==> src/rtl/vedic_div_pkg.sv <==
// Shared types and defaults for the restoring divider in the PE arithmetic cluster.
package vedic_div_pkg;

    localparam int DIV_DW = 8;
    localparam int DIV_VW = 4;

    typedef enum logic [1:0] {
        IDLE,
        BUSY,
        DONE
    } div_state_t;

    function automatic int cnt_width(input int dw);
        return (dw > 1) ? $clog2(dw) : 1;
    endfunction

endpackage

==> src/rtl/div_restore_step.sv <==
// One combinational restoring-division iteration: shift in the next dividend bit,
// then subtract the divisor if it fits.
module div_restore_step #(
    parameter int VW = 4
) (
    input  logic [VW:0]   rem,
    input  logic          quo_msb,
    input  logic [VW-1:0] divisor,
    output logic [VW:0]   rem_next,
    output logic          quo_bit
);

    logic [VW:0] shifted;
    logic [VW:0] diff;
    logic        rem_msb_unused;

    // The partial remainder is always below the divisor, so its top bit is zero
    // before the shift and can be dropped without loss.
    assign rem_msb_unused = rem[VW];
    assign shifted        = {rem[VW-1:0], quo_msb};
    assign diff           = shifted - {1'b0, divisor};
    assign quo_bit        = (shifted >= {1'b0, divisor});
    assign rem_next       = quo_bit ? diff : shifted;

endmodule

==> src/rtl/vedic_div_8_by_4.sv <==
// Sequential restoring divider, one quotient bit per clock, with valid/ready
// handshakes on both sides.
module vedic_div_8_by_4
    import vedic_div_pkg::*;
#(
    parameter int DW = DIV_DW,
    parameter int VW = DIV_VW
) (
    input  logic          clk,
    input  logic          rst_n,
    input  logic          in_valid,
    output logic          in_ready,
    input  logic [DW-1:0] dividend,
    input  logic [VW-1:0] divisor,
    output logic          out_valid,
    input  logic          out_ready,
    output logic [DW-1:0] quotient,
    output logic [VW-1:0] remainder,
    output logic          div_by_zero
);

    localparam int            CW   = cnt_width(DW);
    localparam logic [CW-1:0] LAST = CW'(DW - 1);

    div_state_t    state, state_d;
    logic [VW:0]   rem_q, rem_next;
    logic [DW-1:0] quo_q;
    logic [VW-1:0] dvs_q;
    logic [CW-1:0] cnt;
    logic          quo_bit;
    logic          accept;
    logic          last_step;

    div_restore_step #(.VW(VW)) u_step (
        .rem      (rem_q),
        .quo_msb  (quo_q[DW-1]),
        .divisor  (dvs_q),
        .rem_next (rem_next),
        .quo_bit  (quo_bit)
    );

    always_ff @(posedge clk or negedge rst_n) begin
        if (!rst_n) begin
            state <= IDLE;
        end else begin
            state <= state_d;
        end
    end

    always_comb begin
        state_d   = state;
        in_ready  = 1'b0;
        out_valid = 1'b0;
        accept    = 1'b0;
        last_step = 1'b0;
        case (state)
            IDLE: begin
                in_ready = 1'b1;
                accept   = in_valid;
                if (in_valid) begin
                    state_d = (divisor == '0) ? DONE : BUSY;
                end
            end
            BUSY: begin
                last_step = (cnt == LAST);
                if (last_step) begin
                    state_d = DONE;
                end
            end
            DONE: begin
                out_valid = 1'b1;
                if (out_ready) begin
                    state_d = IDLE;
                end
            end
            default: state_d = IDLE;
        endcase
    end

    always_ff @(posedge clk or negedge rst_n) begin
        if (!rst_n) begin
            rem_q       <= '0;
            quo_q       <= '0;
            dvs_q       <= '0;
            cnt         <= '0;
            quotient    <= '0;
            remainder   <= '0;
            div_by_zero <= 1'b0;
        end else if (accept) begin
            rem_q <= '0;
            quo_q <= dividend;
            dvs_q <= divisor;
            cnt   <= '0;
            // A zero divisor short-circuits straight to a saturated result.
            if (divisor == '0) begin
                quotient    <= '1;
                remainder   <= '0;
                div_by_zero <= 1'b1;
            end
        end else if (state == BUSY) begin
            rem_q <= rem_next;
            quo_q <= {quo_q[DW-2:0], quo_bit};
            cnt   <= cnt + 1'b1;
            if (last_step) begin
                quotient    <= {quo_q[DW-2:0], quo_bit};
                remainder   <= rem_next[VW-1:0];
                div_by_zero <= 1'b0;
            end
        end
    end

endmodule
==> config.mk <==
export PLATFORM = sky130hd
export DESIGN_NAME = vedic_div_8_by_4
export DESIGN_NICKNAME = d
export VERILOG_FILES = /design/src/rtl/vedic_div_pkg.sv /design/src/rtl/div_restore_step.sv /design/src/rtl/vedic_div_8_by_4.sv
export SDC_FILE = /design/constraint.sdc
export NUM_CORES = 1
export LEC_CHECK = 0
export ABC_CLOCK_PERIOD_IN_PS = 4100
export CAP_MARGIN = 10
export CELL_PAD_IN_SITES_DETAIL_PLACEMENT = 1
export CELL_PAD_IN_SITES_GLOBAL_PLACEMENT = 1
export CORE_UTILIZATION = 43
export CTS_BUF_LIST = sky130_fd_sc_hd__clkbuf_8 sky130_fd_sc_hd__clkbuf_16
export DETAILED_ROUTE_END_ITERATION = 8
export PLACE_DENSITY_LB_ADDON = 0.1
export SYNTH_ARGS = -nofsm -noshare
export SYNTH_HDL_FRONTEND = slang
export SYNTH_HIERARCHICAL = 1
export SYNTH_SLANG_ARGS = --single-unit
export TNS_END_PERCENT = 100
==> constraint.sdc <==
create_clock -name clk -period 4.1 [get_ports clk]
set_clock_uncertainty 0.05 [all_clocks]
set_input_delay 0.82 -clock clk [delete_from_list [all_inputs] [get_ports clk]]
set_output_delay 0.82 -clock clk [all_outputs]
set_load 0.02 [all_outputs]
== After elaboration in Yosys (flattened, before gate mapping) ==
Index checks and enable logic that the tools add are counted.

* Add/sub/neg operators: 2
* Magnitude comparators: 1
* Equality and inequality tests: 7
* Mux-type cells: 28
* Reductions and logical operators: 6

{| class="wikitable"
|+ Operator list
! kind !! count
|-
| 8-bit two-way mux || 6
|-
| 4-bit two-way mux || 7
|-
| 1-bit two-way mux || 8
|-
| 2-bit two-way mux || 4
|-
| 3-bit two-way mux || 2
|-
| 2-bit != test, second input constant || 3
|-
| 2-bit one-hot mux with 3 select lines || 1
|-
| 3-bit AND reduction || 2
|-
| 5-bit by 4-bit >= comparator with 1-bit output || 1
|-
| 4-bit zero test || 1
|-
| 2-bit nonzero test || 2
|-
| 4-bit subtractor || 1
|-
| 3-bit by 1-bit adder with 3-bit output, second input constant || 1
|-
| 3-bit equality test, second input constant || 1
|-
| 2-bit by 1-bit equality test with 1-bit output, second input constant || 1
|-
| 2-bit equality test, second input constant || 1
|-
| 2-bit zero test || 1
|-
| 2-bit by 1-bit != test with 1-bit output, second input constant || 1
|}

* Bits in registers: 34
* Output and inout bits: 15
* Word-level logic and storage cells: 52

== Depth between registers and ports, before layout ==
Gate-level depths: netlist of run 1.

* Depth after elaboration: 5
* Gate-level depth with buffers: 8
* Mapped depth without buffers: 8

== Modules after synthesis ==
Netlist of run 1, hierarchy kept.

{| class="wikitable"
|+ Modules (own cells, without submodules)
! module !! times used !! cells an instance !! area each (um^2) !! seq. area each (um^2)
|-
| vedic_div_8_by_4 || 1 || 143 || 1,526.5 || 875.8
|-
| div_restore_step || 1 || 35 || 247.7 || 0.0
|}

== Worst setup path before layout of run 1 ==
OpenSTA, ideal clock, no wires.

* Path kind: reg-to-output
* From: reg state[1]
* To: out out_valid
* Arrival time: 0.977 ns
* Required time: 3.230 ns
* Path slack: 2.253 ns
* Cell stages (with the launch flop): 4
* Buffers on the path: 1
* Cells stage by stage: dfrtp_1 -> buf_4 -> inv_1 -> nor2_1

* Word-level cells in the longest chain between the ends: 2

{| class="wikitable"
|+ Ends and longest elaborated chain
! element !! line !! source
|-
| start, declared || vedic_div_8_by_4.sv:25 || <nowiki>div_state_t state, state_d;</nowiki>
|-
| start signal, assigned || vedic_div_8_by_4.sv:46 || <nowiki>state <= state_d;</nowiki>
|-
| 2-bit equality test || vedic_div_8_by_4.sv:56 || <nowiki>case (state)</nowiki>
|-
| 1-bit two-way mux || vedic_div_8_by_4.sv:56 ||
|-
| end, declared || vedic_div_8_by_4.sv:15 || <nowiki>output logic out_valid,</nowiki>
|}

No other way between the ends.

== Worst setup path after layout of run 1 ==
Same ends and word-level chain as after synthesis.

==> impl_results.md, run 1 <==
* Status: finished clean
* Filler cell count at 429
* Hold crit path type: register to register
* Max stage delay on crit path at approximately 710 ps
* DIE HEIGHT at 65 um
* Crit-path max FO at 16
* Syn avg cell area at a little over 10 sq um
* H-tree Lvls at 2
* Clock buffer count from CTS at 5
* Switching power total at 0.711 mW
* Endpoints failing setup at 0
* Vias in the first global route at around 1,400
* Switching share of power at about two fifths
* Layout Nets at around 220
* Setup TNS at 0 ps
* Relative slew slack at around three fifths
* Hold Buf Count CTS at 0
* Worst Max-Slew Pin Slew at just under 600 ps
* Clock transition at the registers of the reported paths at approximately 70 ps
* Critical Path RT at between 3000 and 4000 ps
* RD Place Congestion at ~0.78
* Die area at approximately 0.0042 sq mm
* Power share of the sequential group at 35.7%
* Max-cap viol count at 0
* P&R area growth vs syn at 24.4%
* Drt first pass iters at 4
* Final hold viol count at 0
* Power share of the clock group at 14.1%
* Post-route DRC at 0
* Max-slew violation count at 0
* Root Buffer: clkbuf_8
* Crit path max-delay cell type: dfrtp_1
* RSZ-0062 raised after global routing: false
* DIE WIDTH at roughly 65 um
* Syn nets at about 190
* Initial DRC count at 57
* Initial Util at approximately 46%
* Post-CTS Setup Inserts at 0
* PD cells at 838 mW/mm^2
* Critical path cell sequence: inv_1, nor2_1, clkdlybuf4s50_1
* Storage cell area at between 800 and 900 sq um
* Final core occ at 56.7%
* # clock sinks at 34
* First-pass GRT wire length at 6.76 mm
* Max Clock Freq at 354 MHz
* Synth warn at 6
* DR vias/cell at about 5.5
* GRT overflow at 0
* Worst VDD drop at approximately 0.00046 V
* Longest Clk Path Bufs at 2
* Critical path class: register to primary output
* Worst reg-to-reg setup slack at between 2000 and 2500 ps
* Clk_lat worst skew at 280 ps
* Worst Setup End Kind: primary output
* Mapped Area at 0.00171 sq mm
* Drt wl/cell at between 15 and 20 um
* Crit path time final at roughly 2800 ps
* Pleak at a little over 0.9 nW
* Antenna Nets Post-Route at 0
* Largest net degree at the start of global routing at 35
* Post-CTS sizing at 0
* Placed wire-length estimate at between 2 and 3 mm
* Internal power at 1.07 mW
* DRT Wirelength at ~3.8 mm
* Area of the multi-input gates at a little under 800 sq um
* Design Power at 1.78 mW
* Number of port buffers at 30
* Inst Count DP at between 200 and 250
* Initial antenna violation count at 0
* Core Area at between 0.003 and 0.004 sq mm
* Layout cell share with drive strength beyond 1 at 10.9%
* # IOs at 31
* Worst endpoint data arrival time at between 1500 and 2000 ps
* Worst Setup Start Kind: register
* Gr usage total at between 20% and 30%
* Comb power frac at between 50 and 60%
* Number of antenna diodes at 0
* Post-Syn Instances at roughly 170
* CTS tree: yes
* # rows at 22
* Final std cells w/o fill at 249
* Fin crit share at 68.9%
* Routed vias at 1,359
==> cell usage in the layout (no fill, tap or decap), types with 2 or more instances in the layout <==
cell / n
dfrtp_1: 34
clkdlybuf4s50_1: 30
nor2_1: 22
a21oi_1: 16
nand2_1: 13
o21ai_0: 13
inv_1: 9
nor2b_1: 8
a22oi_1: 7
a22o_1: 6
ha_1: 6
clkbuf_8: 6
mux2_2: 4
nand2_2: 2
and3b_1: 2
nor3_1: 2
mux2i_1: 2
==> worst paths after layout <==
path / startpoint / to / cells past startpoint
max: state[1] / out_valid / 3
min: div_by_zero / div_by_zero / 2
max reg2reg: rem_q[1] / rem_q[2] / 6
min reg2reg: div_by_zero / div_by_zero / 2
max in group asynchronous: rst_n / div_by_zero / 2
min in group asynchronous: rst_n / rem_q[3] / 2
==> worst max-delay path, delay by kind of cell (launching register included) <==
family,cells,cell delay [ps]
simple gates,1,130
buf+inv,2,830
flops,1,710
==> cell type report <==
class                           count  area share [%]
Sequential cell                    34            40.1
Multi-Input combinational cell    120            36.9
Clock buffer                        6            3.89
Tap cell                           48            2.83
Inverter                            8            1.41
Clock inverter                      2           0.412
Timing Repair Buffer               31            14.5
==> routing by layer <==
layer	up-vias	part of all wire, %	GRT usage, %
met5	-	0	0
li1	649	-	-
met2	27	46	34.1
met4	0	1.3	8.33
met3	4	3.7	4.93
met1	679	48	28.4
==> flip-flops by register name, summed over array words and instances (netlist names) <==
| signal | count |
|---|---|
| cnt | 3 |
| div_by_zero | 1 |
| dvs_q | 4 |
| quo_q | 8 |
| quotient | 8 |
| rem_q | 4 |
| remainder | 4 |
| state | 2 |
==> power by group through the flow <==
stage               registers (mW)  clock network [mW]  logic (mW)
global placement             0.632                   0       0.858
finish                       0.634               0.252       0.892
floorplan                    0.656                   0       0.603
detailed placement           0.641                   0       0.899
CTS                          0.637               0.256       0.900
global route                 0.661               0.273        1.00
==> stage by stage <==
stage / setup WS, ps / hold slack, ps / instance area [sq um]
4_1_cts: 1280 / 441 / 2120
3_3_place_gp: 1600 / 410 / 2030
3_5_place_dp: 1540 / 425 / 2030
5_1_grt: 1120 / 461 / 2120
2_1_floorplan: 2250 / 413 / 1710
6_report: 1280 / 432 / 2120
(Power assumes the default switching activity.)
==> inputs of run 2 (changes only) <==
ABC_CLOCK_PERIOD_IN_PS = 2780   (was 4100)
CORE_UTILIZATION = 40   (was 43)
clock period = 2.78 ns   (was 4.1 ns; I/O delays follow)
==> impl_results.md, run 2 (synthesis results as in run 1) <==
* Critical path class: register to primary output
* Dpl cell area at 0.00204 sq mm (+0.49%)
* DIE HEIGHT at 67.3 um (+3.6%)
* # rows at 23 (+4.5%)
* Filler cell count at 463 (+7.9%)
* Hold depth at 2 (unchanged)
* Largest net degree at the start of global routing at 35 (unchanged)
* # IOs at 31 (unchanged)
* # clock sinks at 34 (unchanged)
* FF-to-FF Start: rem_q[1]
* Vias in the first global route at 1,427 (+0.28%)
* Setup TNS at 0 ps (unchanged)
* Status: finished clean
* Post-route DRC at 0 (unchanged)
* P&R area growth vs syn at 27.7%
* Design Power at 2.85 mW (+60%)
* Hold Path Sink: div_by_zero
* Post-CTS Setup Inserts at 0 (unchanged)
* RD Place Congestion at 0.728 (-6.8%)
* Number of antenna diodes at 0 (unchanged)
* Core Area at 0.00406 sq mm (+8.4%)
* Final hold viol count at 0 (unchanged)
* Placed wire-length estimate at 3.14 mm (+13%)
* First-pass GRT wire length at 7.09 mm (+5.0%)
* Hold_ws at 444 ps (+11.7 ps)
* DIE WIDTH at 67.3 um (+3.6%)
* Worst VDD drop at 0.000553 V (+21%)
* Crit-path max FO at 18 (+2)
* PD cells at 1310 mW/mm^2 (+56%)
* Crit. Startpoint: state[0]
* Layout cell share with drive strength beyond 1 at 11.9% (+0.94 points)
* Number of port buffers at 30 (unchanged)
* DRT Wirelength at 4.36 mm (+14%)
* Layout Nets at 224 (+0.45%)
* Worst reg-to-reg path cell count at 6 (unchanged)
* Clock buffer count from CTS at 5 (unchanged)
* Gr usage total at 21.6% (+0.034 points)
* Drt wl/cell at 17.3 um (+12%)
* Switching power total at 1.11 mW (+55%)
* Critical Path RT at 2170 ps (-1060 ps)
* Crit path time final at around 2300 ps
* Max-slew violation count at 0 (unchanged)
* Hold crit path type: register to register
* Antenna Nets Post-Route at 0 (unchanged)
* Fin crit share at between 80 and 90%
* RSZ-0062 raised after global routing: false
* Worst endpoint data arrival time at 1690 ps (-260 ps)
* Worst setup margin at 489 ps (-788 ps)
* Switching share of power at 38.8% (-1.2 points)
* Max-cap viol count at 0 (unchanged)
* Initial DRC count at 78 (+37%)
* Worst Setup Start Kind: register
* Longest Clk Path Bufs at 2 (unchanged)
* Clock transition at the registers of the reported paths at 80 ps (about the same)
* Worst reg-to-reg setup slack at 920 ps (-1320 ps)
* Pleak at 0.948 nW (+2.3%)
* Reg-to-Reg End: rem_q[2]
* Worst Setup End Kind: primary output
* Initial Util at 42.1% (-3.5 points)
* Largest registers: quo_q (8), quotient (8)
* GRT overflow at 0 (unchanged)
* Drt first pass iters at 4 (unchanged)
* Most common cell after layout, fill and taps aside: dfrtp_1
* Inst Count DP at 244 (+1.2%)
* Comb power frac at 47.8% (-2.4 points)
* Power share of the sequential group at 32.9% (-2.8 points)
* Final instance area at 0.00218 sq mm (+2.7%)
* Hold Buf Count CTS at 0 (unchanged)
* H-tree Lvls at 2 (unchanged)
* Final core occ at 53.7% (-3.0 points)
* Most frequent cells in the layout: dfrtp_1 (34), clkdlybuf4s50_1 (30), nor2_1 (22)
* Final std cells w/o fill at 252 (+1.2%)
* Worst Hold Launch: div_by_zero
* Internal power at 1.74 mW (+63%)
* Post-CTS sizing at 0 (unchanged)
* Root Buffer: clkbuf_8
* Routed vias at 1,395 (+2.6%)
* Dpl ws at 467 ps (-1080 ps)
* CTS tree: yes
* Relative slew slack at 56.8% (-3.9 points)
* Die area at 0.00453 sq mm (+7.3%)
* Max Clock Freq at 436 MHz
* Clk_lat worst skew at 280 ps (about the same)
* DR vias/cell at 5.54 (+1.4%)
* Power share of the clock group at 19.3% (+5.2 points)
* Worst Max-Slew Pin Slew at 645 ps (+58.0 ps)
* Initial antenna violation count at 0 (unchanged)
* Endpoints failing setup at 0 (unchanged)
## run 2: area by class of cell
| cell class | count | area, sq um | area share (%) |
|---|---|---|---|
| clock buffer | 5 | 68.8 | 3.16 |
| tap | 50 | 62.6 | 2.87 |
| multi-input combinational | 120 | 783 | 35.9 |
| clock inverter | 3 | 68.8 | 3.16 |
| timing repair buffer | 32 | 315 | 14.5 |
| sequential | 34 | 851 | 39.0 |
| inverter | 8 | 30.0 | 1.38 |
## run 2: worst max-delay path: stages (launching register included)
cell,delay (ps)
dfrtp_1,600
nor2_1,190
clkdlybuf4s50_1,620
## run 2: per-layer routing
layer / GRT usage, % / wire length, um / vias to the layer above
met5: 0 / 0 / -
li1: - / - / 653
met3: 4.56 / 121 / 4
met2: 37.1 / 2220 / 26
met1: 27.6 / 1980 / 712
met4: 4.79 / 31 / 0
## run 2: worst max path at each step
stage             endpoint  cells after the start
5_1_grt           in_ready                      2
3_5_place_dp   quotient[7]                      4
2_1_floorplan     rem_q[2]                      6
6_report          in_ready                      2
4_1_cts           in_ready                      2
3_3_place_gp      dvs_q[3]                      3
## run 2: power groups by stage
stage	logic [mW]	clock network [mW]	registers (mW)
after CTS	1.38	0.559	0.941
after global placement	1.29	0	0.922
after floorplan	0.890	0	0.967
final	1.36	0.550	0.939
after detailed placement	1.36	0	0.946
after global routing	1.52	0.575	0.971
==> inputs of run 3 (changes only) <==
ABC_CLOCK_PERIOD_IN_PS = 2150   (was 2780)
clock period = 2.15 ns   (was 2.78 ns; I/O delays follow)
==> impl_results.md, run 3 (synthesis results as in run 1) <==
* Endpoints failing setup at 0 (unchanged)
* Max stage delay on crit path at 610 ps (about the same)
* Initial DRC count at 74 (-5.1%)
* Post-route DRC at 0 (unchanged)
* Switching share of power at 40.4% (+1.6 points)
* Post-CTS sizing at 0 (unchanged)
* DIE HEIGHT at 67.3 um (unchanged)
* Initial antenna violation count at 0 (unchanged)
* Hold depth at 1 (-1)
* FF-to-FF Start: rem_q[1]
* Root Buffer: clkbuf_8
* Worst endpoint data arrival time at 1560 ps (-130 ps)
* Power share of the clock group at 12.7% (-6.6 points)
* RD Place Congestion at 0.779 (+7.1%)
* First-pass GRT wire length at 7.25 mm (+2.2%)
* Max-slew violation count at 0 (unchanged)
* Critical Path RT at 1670 ps (-500 ps)
* Worst Hold Launch: cnt[0]
* Hold Buf Count CTS at 0 (unchanged)
* Top delay family on crit path: buffers and inverters
* GRT overflow at 0 (unchanged)
* Initial Util at 42.1% (unchanged)
* Most common cell after layout, fill and taps aside: dfrtp_1
* Power share of the sequential group at 34.6% (+1.7 points)
* Core Area at 0.00406 sq mm (unchanged)
* PD cells at 1580 mW/mm^2 (+21%)
* Relative slew slack at 58.4% (+1.6 points)
* Switching power total at 1.36 mW (+23%)
* Routed vias at 1,340 (-3.9%)
* Number of antenna diodes at 0 (unchanged)
* Setup TNS at 0 ps (unchanged)
* Worst VDD drop at 0.000738 V (+33%)
* Critical path cell sequence: buf_4, nor2_1, clkdlybuf4s50_1
* Number of port buffers at 30 (unchanged)
* Max-cap viol count at 0 (unchanged)
* WP buf/inv at 2 (+1)
* Design Power at 3.38 mW (+19%)
* Clock buffer count from CTS at 5 (unchanged)
* Clk_lat worst skew at 280 ps (about the same)
* Post-CTS Setup Inserts at 0 (unchanged)
* Most frequent cells in the layout: dfrtp_1 (34), clkdlybuf4s50_1 (30), nor2_1 (22)
* Worst reg-to-reg setup slack at 300 ps (-620 ps)
* Worst Max-Slew Pin Slew at 621 ps (-24.1 ps)
* Longest Clk Path Bufs at 2 (unchanged)
* Hold Path Sink: cnt[0]
* Clock transition at the registers of the reported paths at 70 ps (about the same)
* Dpl ws at 228 ps (-239 ps)
* RSZ-0062 raised after global routing: false
* Final hold viol count at 0 (unchanged)
* Placed wire-length estimate at 2.98 mm (-5.1%)
* Drt wl/cell at 16.1 um (-6.7%)
* # IOs at 31 (unchanged)
* P&R area growth vs syn at 25.4%
* Worst setup margin at 114 ps (-374 ps)
* Fin crit share at 94.7%
* DIE WIDTH at 67.3 um (unchanged)
* Worst Setup End Kind: primary output
* Pleak at 0.941 nW (-0.73%)
* # rows at 23 (unchanged)
* DRT Wirelength at 4.10 mm (-5.9%)
* CTS tree: yes
* Layout cell share with drive strength beyond 1 at 11.8% (-0.12 points)
* Internal power at 2.02 mW (+15%)
* Gr usage total at 22.3% (+0.72 points)
* Largest registers: quo_q (8), quotient (8)
* Drt first pass iters at 4 (unchanged)
* Vias in the first global route at 1,518 (+6.4%)
* Worst reg-to-reg path cell count at 6 (unchanged)
* Die area at 0.00453 sq mm (unchanged)
* Reg-to-Reg End: rem_q[2]
* DR vias/cell at 5.28 (-4.7%)
* H-tree Lvls at 2 (unchanged)
* Worst Setup Start Kind: register
* Antenna Nets Post-Route at 0 (unchanged)
* Layout Nets at 227 (+1.3%)
* # clock sinks at 34 (unchanged)
* Crit-path max FO at 7 (-11)
* Crit path time final at around 2000 ps
* Status: finished clean
* Hold crit path type: register to register
* Crit path max-delay cell type: clkdlybuf4s50_1
* Max Clock Freq at roughly 490 MHz
* Comb power frac at 52.7% (+4.9 points)
* Critical path class: register to primary output
* Largest net degree at the start of global routing at 35 (unchanged)
==> run 3: routing by layer <==
metal  share of wire [%]  vias to the layer above  track usage, %
met4                 1.6                        0            7.98
met3                 3.2                        7            5.07
met5                   0                        -               0
met1                  47                      654            27.5
li1                    -                      655               -
met2                  48                       24            37.9
==> run 3: final cells by class <==
cell class | instances | area, sq um
repair buffers | 35 | 338
well taps | 50 | 62.6
inverters | 8 | 30.0
multi-input cells | 120 | 783
clock buffers | 5 | 68.8
fillers | 480 | 1920
clock inverters | 2 | 7.51
flip-flops and latches | 34 | 851
==> run 3: worst reg2reg max path, cell delays in order, from the launching register on <==
cell and delay, ps:
dfrtp_1 410, ha_1 350, nand4_1 130, nand2_2 80
nor2_4 180, mux2_4 320, a22o_1 210
==> run 3: metrics by stage <==
stage          hold WS, ps  cells  area, sq um  util [%]
6_report               459    254         2140      52.8
5_1_grt                492    254         2140      52.8
4_1_cts                464    254         2140      52.8
3_5_place_dp           441    247         2060      50.9
3_3_place_gp           413    247         2060      50.9
2_1_floorplan         84.4    169         1710         -
==> run 3: worst max path at each step <==
stage | start | endpoint | cells after the start
2_1_floorplan | rem_q[1] | rem_q[2] | 6
3_3_place_gp | in_valid | quo_q[5] | 5
3_5_place_dp | in_valid | quo_q[5] | 5
4_1_cts | state[1] | in_ready | 3
5_1_grt | state[1] | in_ready | 3
6_report | state[1] | in_ready | 3
==> run 3: power groups by stage <==
stage               clock network [mW]  registers [mW]  logic, mW
floorplan                            0            1.25       1.15
global placement                     0            1.16       1.72
detailed placement                   0            1.18       1.79
CTS                              0.446            1.17       1.80
global route                     0.465            1.21       2.00
finish                           0.430            1.17       1.78
==> RTL edit: new RTL, settings of run 2 <==
Set the package constant `DIV_VW` to 8 (it was 4).
--- a/src/rtl/vedic_div_pkg.sv
+++ b/src/rtl/vedic_div_pkg.sv
@@ -3,5 +3,5 @@
 
     localparam int DIV_DW = 8;
-    localparam int DIV_VW = 4;
+    localparam int DIV_VW = 8;
 
     typedef enum logic [1:0] {
Ports: changed (resized divisor and remainder); port bits go from 31 to 39. The function was not compared with the original's and may differ.
==> RTL edit against run 2 <==
The flow now finishes with violations (DRC). Worst setup slack worse by 0.23 ns. Area after synthesis is 43% higher. Worst hold slack worse by 0.15 ns. Total power is 49% higher. Cell area is 37% higher. Sequential cell count is 12 higher. Global-route usage is 0.059 points lower. Register-to-register slack worse by 0.66 ns. Routed wire length is 41% higher. Critical path type is now reg2reg. Highest routed layer unchanged.
==> RTL edit: results (changes against run 2) <==
[outcome]
status = finished, violations left
violations = DRC

[clock_tree]
path_clk_slew_ns = 0.08  ; about the same
numCtsBuffers = 5  ; unchanged
htreeDepth = 2  ; unchanged
cts_root_buffer = clkbuf_8
clockBufferDepth = 2  ; unchanged
clk_latency_ns = 0.30  ; +0.02 ns

[timing]
tightest_slew_ns = 0.9639  ; +0.3189 ns
slew_viol_final = 0  ; unchanged
hold_ws_ns = 0.2925  ; -0.1510 ns

[detailed_routing]
wire_per_inst_um = 15.64  ; -9.6%
remaining_drc_errors = 1  ; +1
drt-pass1-iter-count = 6  ; +2
drt_iter0_markers = 97  ; +24%
vias = 2080  ; +49%

[critical_path]
crit_fanout = 9  ; -9
critical_path.slowest_cell = dfrtp_1
cp.arrival_ns = 2.66  ; +0.97 ns
crit_family = compound AO/OA/AOI/OAI gates
max_stage_delay_ns = 0.42  ; -0.20 ns
ff2ff_setup_slack_ns = 0.26  ; -0.66 ns

[grt]
grt_max_degree = 47  ; +34%
grt_pass1_vias = 2175  ; +52%
grt_usage_pct = 21.50  ; -0.059 points
antenna_found_initial = 0  ; unchanged
grt_pass1_wl_um = 10530  ; +48%

[layout]
diodes = 0  ; unchanged
drive_gt1_share_pct = 8.176  ; -3.7 points
layout.nets = 348  ; +55%

[synth]
yosys_warnings = 6  ; unchanged
synth_fp_nets = 313  ; +63%

[power]
ir_drop_uv = 565.3  ; +2.2%
leakage_nw = 1.405  ; +48%

[placement]
place_congestion = 0.8409  ; +16%
io_buffers = 38  ; +27%
dp_hpwl_um = 4318  ; +38%

[hold_path]
hp-class = in2async

-- RTL edit: repair_timing --
item | in CTS | in global routing
setup endpoints to repair | 0 | 3
setup buffers | 0 | 0
gates resized for setup | 0 | 1
-- RTL edit: layout make-up --
type,count,area (um^2)
Clock buffer,5,68.82
Clock inverter,3,37.54
Fill cell,698,2910
Inverter,14,52.55
Multi-Input combinational cell,207,1159
Sequential cell,46,1151
Tap cell,75,93.84
Timing Repair Buffer,43,412.9
-- RTL edit: worst paths after layout --
path,end,startpoint,depth (start not counted)
max in group asynchronous,dvs_q[7]$_DFFE_PN0P_,rst_n,2
max,remainder[3]$_DFFE_PN0P_,rem_q[3]$_DFFE_PN0P_,8
max reg2reg,remainder[3]$_DFFE_PN0P_,rem_q[3]$_DFFE_PN0P_,8
min reg2reg,dvs_q[5]$_DFFE_PN0P_,dvs_q[5]$_DFFE_PN0P_,2
min,quotient[6]$_DFFE_PN0P_,rst_n,2
min in group clk,dvs_q[5]$_DFFE_PN0P_,dvs_q[5]$_DFFE_PN0P_,2
-- RTL edit: through the flow --
| step | setup WS (ns) | instance area (um^2) | cells |
|---|---|---|---|
| floorplan | 0.4321 | 2434 | 282 |
| global placement | 0.1782 | 2867 | 385 |
| detailed placement | 0.1609 | 2867 | 385 |
| CTS | 0.1360 | 2973 | 393 |
| global route | 0.1140 | 2975 | 393 |
| finish | 0.2591 | 2975 | 393 |
-- RTL edit: routing by layer --
layer / track usage, % / share of wire, %
met5: 0 / 0
met4: 4.821 / 0.98
met3: 3.771 / 2.3
met2: 35.04 / 46
met1: 29.63 / 50
-- RTL edit: where the power goes --
part           total (mW)  internal, mW  leakage [nW]  switching, mW
Clock               0.487         0.262        0.0607          0.225
Combinational        2.52          1.11         0.800           1.42
Sequential           1.24          1.01         0.545          0.231
